--- src/rtl/dct_pkg.sv ---
// Shared state encoding and sizing helpers for the streaming DCT butterfly stages.
package dct_pkg;

  typedef enum logic [1:0] {
    S_FIRST  = 2'd0,
    S_SECOND = 2'd1,
    S_FLUSH  = 2'd2
  } dct_state_e;

  localparam int DCT_DATA_WIDTH = 12;
  localparam int OUT_WIDTH      = DCT_DATA_WIDTH + 1;

  function automatic int addr_width(input int depth);
    return (depth > 1) ? $clog2(depth) : 1;
  endfunction

  function automatic int out_width(input int data_width);
    return data_width + 1;
  endfunction

endpackage

--- src/rtl/dct_delay_ram.sv ---
// D-deep feedback store: combinational read, registered write, so a read and a
// write to the same address in one cycle returns the old word.
module dct_delay_ram
  import dct_pkg::*;
#(
  parameter int WIDTH = OUT_WIDTH,
  parameter int DEPTH = 8,
  parameter int AW    = addr_width(DEPTH)
) (
  input  logic             clk,
  input  logic             we,
  input  logic [AW-1:0]    waddr,
  input  logic [WIDTH-1:0] wdata,
  input  logic [AW-1:0]    raddr,
  output logic [WIDTH-1:0] rdata
);

  logic [WIDTH-1:0] mem_q [DEPTH];

  assign rdata = mem_q[raddr];

  always_ff @(posedge clk) begin
    if (we) begin
      mem_q[waddr] <= wdata;
    end
  end

endmodule

--- src/rtl/dct_mdf_bfly_stage.sv ---
// Multi-delay-feedback butterfly: buffers the first half-block, emits sums while
// the second half arrives, and streams the stored differences out afterwards.
module dct_mdf_bfly_stage
  import dct_pkg::*;
#(
  parameter int DATA_WIDTH = 12,
  parameter int DELAY      = 8,
  parameter bit MIRROR     = 1'b1
) (
  input  logic                         clk,
  input  logic                         rst_n,
  input  logic signed [DATA_WIDTH-1:0] in_sample,
  input  logic                         in_valid,
  input  logic                         in_sop,
  output logic                         in_ready,
  input  logic                         flush,
  output logic signed [DATA_WIDTH:0]   out_sample,
  output logic                         out_valid,
  output logic                         out_sop,
  output logic                         out_diff,
  output logic                         err_align
);

  localparam int OW = out_width(DATA_WIDTH);
  localparam int AW = addr_width(DELAY);
  localparam int PW = AW + 1;
  localparam logic [AW-1:0] LAST = AW'(DELAY - 1);

  dct_state_e           state_q, state_d;
  logic [PW-1:0]        phase_q, phase_d;
  logic                 pend_q, pend_d;
  logic [AW-1:0]        fcnt_q, fcnt_d;
  logic signed [OW-1:0] out_sample_q, out_sample_d;
  logic                 out_valid_q, out_valid_d;
  logic                 out_sop_q, out_sop_d;
  logic                 out_diff_q, out_diff_d;
  logic                 err_align_q, err_align_d;

  logic                 flush_go;
  logic                 accept;
  logic                 misalign;
  logic [AW-1:0]        m;
  logic signed [OW-1:0] sample_ext;
  logic signed [OW-1:0] rd_data;
  logic signed [OW-1:0] sum;
  logic signed [OW-1:0] diff;
  logic                 mem_we;
  logic [AW-1:0]        mem_addr;
  logic [OW-1:0]        mem_wdata;

  // The cycle that starts a drain already reads word 0, so it is not a handshake cycle.
  assign flush_go   = flush && (state_q == S_FIRST) && (phase_q == '0) && pend_q;
  assign in_ready   = (state_q != S_FLUSH) && !flush_go;
  assign accept     = in_valid && in_ready;
  assign misalign   = accept && in_sop && (phase_q != '0);
  assign m          = phase_q[AW-1:0];
  assign sample_ext = {in_sample[DATA_WIDTH-1], in_sample};
  assign sum        = rd_data + sample_ext;
  assign diff       = rd_data - sample_ext;

  always_comb begin
    mem_addr = m;
    if (state_q == S_SECOND) begin
      mem_addr = MIRROR ? (LAST - m) : m;
    end
    if (state_q == S_FLUSH) begin
      mem_addr = fcnt_q;
    end
    if (misalign) begin
      mem_addr = '0;
    end
  end

  dct_delay_ram #(
    .WIDTH (OW),
    .DEPTH (DELAY),
    .AW    (AW)
  ) u_ram (
    .clk   (clk),
    .we    (mem_we),
    .waddr (mem_addr),
    .wdata (mem_wdata),
    .raddr (mem_addr),
    .rdata (rd_data)
  );

  always_comb begin
    state_d      = state_q;
    phase_d      = phase_q;
    pend_d       = pend_q;
    fcnt_d       = fcnt_q;
    out_sample_d = out_sample_q;
    out_valid_d  = 1'b0;
    out_sop_d    = 1'b0;
    out_diff_d   = 1'b0;
    err_align_d  = err_align_q;
    mem_we       = 1'b0;
    mem_wdata    = sample_ext;

    unique case (state_q)
      S_FIRST: begin
        if (flush_go) begin
          state_d      = S_FLUSH;
          fcnt_d       = AW'(1);
          out_valid_d  = 1'b1;
          out_diff_d   = 1'b1;
          out_sample_d = rd_data;
        end else if (accept) begin
          mem_we = 1'b1;
          if (misalign) begin
            err_align_d = 1'b1;
            pend_d      = 1'b0;
            phase_d     = PW'(1);
          end else begin
            if (pend_q) begin
              out_valid_d  = 1'b1;
              out_diff_d   = 1'b1;
              out_sample_d = rd_data;
            end
            phase_d = phase_q + PW'(1);
            if (m == LAST) begin
              state_d = S_SECOND;
              pend_d  = 1'b0;
            end
          end
        end
      end

      S_SECOND: begin
        if (accept) begin
          mem_we = 1'b1;
          if (misalign) begin
            err_align_d = 1'b1;
            pend_d      = 1'b0;
            phase_d     = PW'(1);
            state_d     = S_FIRST;
          end else begin
            mem_wdata    = diff;
            out_valid_d  = 1'b1;
            out_sop_d    = (m == '0);
            out_sample_d = sum;
            phase_d      = phase_q + PW'(1);
            if (m == LAST) begin
              state_d = S_FIRST;
              pend_d  = 1'b1;
            end
          end
        end
      end

      S_FLUSH: begin
        out_valid_d  = 1'b1;
        out_diff_d   = 1'b1;
        out_sample_d = rd_data;
        fcnt_d       = fcnt_q + AW'(1);
        if (fcnt_q == LAST) begin
          state_d = S_FIRST;
          pend_d  = 1'b0;
        end
      end

      default: begin
        state_d = S_FIRST;
      end
    endcase
  end

  always_ff @(posedge clk or negedge rst_n) begin
    if (!rst_n) begin
      state_q      <= S_FIRST;
      phase_q      <= '0;
      pend_q       <= 1'b0;
      fcnt_q       <= '0;
      out_sample_q <= '0;
      out_valid_q  <= 1'b0;
      out_sop_q    <= 1'b0;
      out_diff_q   <= 1'b0;
      err_align_q  <= 1'b0;
    end else begin
      state_q      <= state_d;
      phase_q      <= phase_d;
      pend_q       <= pend_d;
      fcnt_q       <= fcnt_d;
      out_sample_q <= out_sample_d;
      out_valid_q  <= out_valid_d;
      out_sop_q    <= out_sop_d;
      out_diff_q   <= out_diff_d;
      err_align_q  <= err_align_d;
    end
  end

  assign out_sample = out_sample_q;
  assign out_valid  = out_valid_q;
  assign out_sop    = out_sop_q;
  assign out_diff   = out_diff_q;
  assign err_align  = err_align_q;

endmodule

--- config.mk ---
export PLATFORM = sky130hd
export DESIGN_NAME = dct_mdf_bfly_stage
export DESIGN_NICKNAME = d
export VERILOG_FILES = /design/src/rtl/dct_pkg.sv /design/src/rtl/dct_delay_ram.sv /design/src/rtl/dct_mdf_bfly_stage.sv
export SDC_FILE = /design/constraint.sdc
export NUM_CORES = 1
export LEC_CHECK = 0
export CORE_ASPECT_RATIO = 1.75
export CORE_MARGIN = 4
export CORE_UTILIZATION = 55
export DETAILED_ROUTE_END_ITERATION = 10
export GPL_TIMING_DRIVEN = 0
export PLACE_DENSITY = 0.74
export SYNTH_ARGS = -nofsm -noshare
export SYNTH_HDL_FRONTEND = slang
export SYNTH_HIERARCHICAL = 1
export SYNTH_SLANG_ARGS = --single-unit
--- constraint.sdc ---
create_clock -name clk -period 15 [get_ports clk]
set_input_delay 3.75 -clock clk [delete_from_list [all_inputs] [get_ports clk]]
set_output_delay 3.75 -clock clk [all_outputs]
set_load 0.01 [all_outputs]
==> results.toml <==
[critical_path]
critPathLaunchType = "primary input"
worst_path_max_delay_cell = "o21ai_0"
worst_r2r_path_depth = 20
worstSetupPathType = "in -> reg"
critical_path.max_stage_delay_ps = 650
critPathTopFamily = "buffers and inverters"
max_fo_critical_path = 10
critical_path_arrival_ps = 9290
endpoint_kind = "flop"
timing.critical_path.depth = 18
critical-path-top-cell-by-count = "clkbuf_1"
cp_num_buf_inv = 5
crit_path_cell_trace = "clkdlybuf4s50_1, a31oi_1, or2_2, clkbuf_1, and3_1, a211oi_1, clkbuf_1, buf_2, mux4_1, mux2_2, ha_1, clkbuf_1, o21a_1, nor2_1, a21oi_1, a31oi_1, xnor2_1, o21ai_0"
cp_data_required_time_ps = 15100

[clocking]
cts.root.buffer_cell = "clkbuf_16"
cts.repair_timing.setup_buffer_count = 0
cts_buffers = 17
source_to_sink_clock_delay_at_the_later_pin_of_the_worst_skew_pair_ps = 420
htreeDepth = 4
cts.clk_slew.worst_paths_ps = 60
cts_tree = "built"
cts.hold.buffers_added = 0
clkSinkCount = 131
ctsResizeCount = 0
clock_path_buffers = 2

[synthesis]
post_synth_main_area_contributors = "edfxtp_1, dfrtp_1, mux4_1"
postSynthAreaPerCell_um2 = 13.3
synth_nets = 558
ys_warn_count = 6
synth_flop_cell = "edfxtp_1"
netlist_area_um2 = 6800
synthTopCellsByCount = "edfxtp_1, nand2_1, o21ai_0"
ys_seq_elements = 131
synth.largest_area_cell = "edfxtp_1"
synthesis.instances = 510
asyncSetResetFlopFracSynth_pct = 20.6
seq_area_frac_synth_pct = 55.8
synth_most_common_cell = "edfxtp_1"
synth.distinct_cells = 59
synth.top_cell.area_share_pct = 45.9
number_of_synthesized_flops_with_an_enable_pin = 104

[power]
cellInternalPower_mw = 1.09
p_seq_share_pct = 28.2
power.share.combinational_pct = 47.9
switching_share_pct = 37.7
power.ir.vdd_worst_mv = 0.115
powerDensity_nw_per_um2 = 219
power_frac_clock_pct = 23.9
leakage_power_nw = 3.04
net-switching-power_mw = 0.661

[finish]
layout.cell_area.non_filler_um2 = 8020
final_layout_size_suffix_gt1_share_pct = 13.4
synthToLayoutAreaGrowth_pct = 17.8
fillerInstances = 877
diodes = 0
finish.net_count = 616

[hold_path]
worstHoldPathType = "reg -> reg"
min_delay_path_depth = 2

[die]
die_width_um = 92.1
die_h_um = 155
die_outline_area_um2 = 14300
io_pins = 35
row_count = 53
fp.coreArea_um2 = 12100
floorplan.initialDensity_pct = 56.4

[global_route]
first_global_vias = 4837
grt_pass1_wl_mm = 25.1
initial_antenna_violation_count = 0
grt_start_max_net_pins = 28
globalRouteOverflowTotal = 0
grt.total_usage_pct = 23.3

[route]
route.vias.total = 4565
drt_iter0_markers = 205
drtPass1Iterations = 5
wl_per_cell_um = 21.0
postRouteWirelength_mm = 15.7
detail-route-antenna-nets = 0
post-route-drc-count = 0
vias_per_cell = 6.12

[sta]
drv_slew = 0
fin_setup_tns_ps = 0
max_clock_freq_ghz = 0.109
final_period_minus_worst_setup_slack_ps = 9190
slew-limit-headroom_pct = 35.5
timing_worst_slew_pin_value_ps = 968
timing.clock.skew_ps = 11.3
grt_setup_unrepaired = "false"
final_hold_viol_count = 0
fin_crit_sh_pct = 61.3
setup-violations-final = 0

[placed_design]
dpl_cell_area_um2 = 7400
gp_congestion = 0.929
place.port_buffers = 34
dpl.hpwl_mm = 11.3

[flow_run]
cap_violations = 0

[run_status]
run_status = "finished, final reports clean"
[stage by stage]
stage | power, mW | cells | worst slack, ps | hold slack, ps | util, %
after floorplan | 1.09 | 510 | 6970 | 478 | -
after global placement | 1.28 | 709 | 5670 | 461 | 60.9
after detailed placement | 1.32 | 713 | 5440 | 461 | 61.3
after CTS | 1.75 | 745 | 5880 | 474 | 66.3
after global routing | 1.86 | 746 | 5420 | 501 | 66.4
final | 1.75 | 746 | 5810 | 468 | 66.4
[cell usage in the layout, fill, tap and decap left out, drive strengths merged, types with 3 or more instances in the layout]
| master | instances |
|---|---|
| edfxtp | 104 |
| nand2 | 40 |
| o21ai | 35 |
| clkdlybuf4s50 | 33 |
| inv | 33 |
| ha | 29 |
| nor2 | 29 |
| clkbuf | 29 |
| dfrtp | 27 |
| mux4 | 26 |
| buf | 21 |
| a21oi | 17 |
| mux2 | 14 |
| nor3 | 13 |
| nand3 | 12 |
| xnor2 | 11 |
| o21a | 10 |
| mux2i | 8 |
| nor2b | 7 |
| o31ai | 6 |
| and3 | 6 |
| o211ai | 5 |
| a21o | 5 |
| clkinv | 5 |
| a311oi | 4 |
| nand2b | 4 |
| nor3b | 4 |
| a31oi | 3 |
| a211oi | 3 |
| bufinv | 3 |
| o31a | 3 |
| a2111oi | 3 |
| o311ai | 3 |
[kinds of logic after synthesis]
logic type,count (synthesis),share of synthesized area (%)
xor+xnor,13,1.67
buf+inv,54,3.86
simple gates,126,8.92
compound gates,107,10.3
mux,48,13.4
fa+ha+maj,31,5.92
flops,131,55.8
[layout make-up]
type,instances,area [µm²],share of cell area [%]
flip-flops and latches,131,3800,47.4
multi-input cells,325,2760,34.4
clock buffers,19,433,5.40
repair buffers,39,384,4.79
well taps,165,206,2.58
clock inverters,13,173,2.15
plain buffers,25,154,1.92
inverters,29,109,1.36
[power groups by stage]
| stage | clock (mW) | sequential [mW] | combinational [mW] |
|---|---|---|---|
| finish | 0.420 | 0.494 | 0.841 |
| global route | 0.445 | 0.501 | 0.912 |
| CTS | 0.428 | 0.495 | 0.829 |
| detailed placement | 0 | 0.502 | 0.821 |
| global placement | 0 | 0.499 | 0.784 |
| floorplan | 0 | 0.504 | 0.583 |
[path summary, 6_finish.rpt]
| kind | from | to | slack (ps) |
|---|---|---|---|
| worst min register to register | out_sample[10]$_DFFE_PN0P_ | out_sample[10]$_DFFE_PN0P_ | 470 |
| worst min-delay path | out_sample[10]$_DFFE_PN0P_ | out_sample[10]$_DFFE_PN0P_ | 470 |
| worst max-delay path | flush | u_ram/mem_q[4][10]$_DFFE_PP_ | 5810 |
| max in group asynchronous | rst_n | out_sample[3]$_DFFE_PN0P_ | 11240 |
| worst max register to register | phase_q[0]$_DFFE_PN0P_ | u_ram/mem_q[4][10]$_DFFE_PP_ | 8420 |
| min in group asynchronous | rst_n | out_valid$_DFF_PN0_ | 3350 |
[per-layer routing]
metal  global-route usage (%)  share of wire, %
met5                        0                 0
met4                     12.0               4.3
met3                     5.03               4.2
met2                     43.3                55
met1                     24.2                37
[state kept, by name, indices dropped and copies added, names as in the netlist]
| name | flops |
|---|---|
| u_ram/mem_q | 104 |
| out_sample | 13 |
| phase_q | 4 |
| fcnt_q | 3 |
| state_q | 2 |
| err_align | 1 |
| out_diff | 1 |
| out_sop | 1 |
| out_valid | 1 |
| pend_q | 1 |
[worst min-delay path, delay by kind of cell, from the launching register on]
| family | cells | cell delay [ps] |
|---|---|---|
| AND/OR/NAND/NOR | 2 | 100 |
| flip-flops | 1 | 340 |
Note: power is estimated with default switching activity, not from simulation.
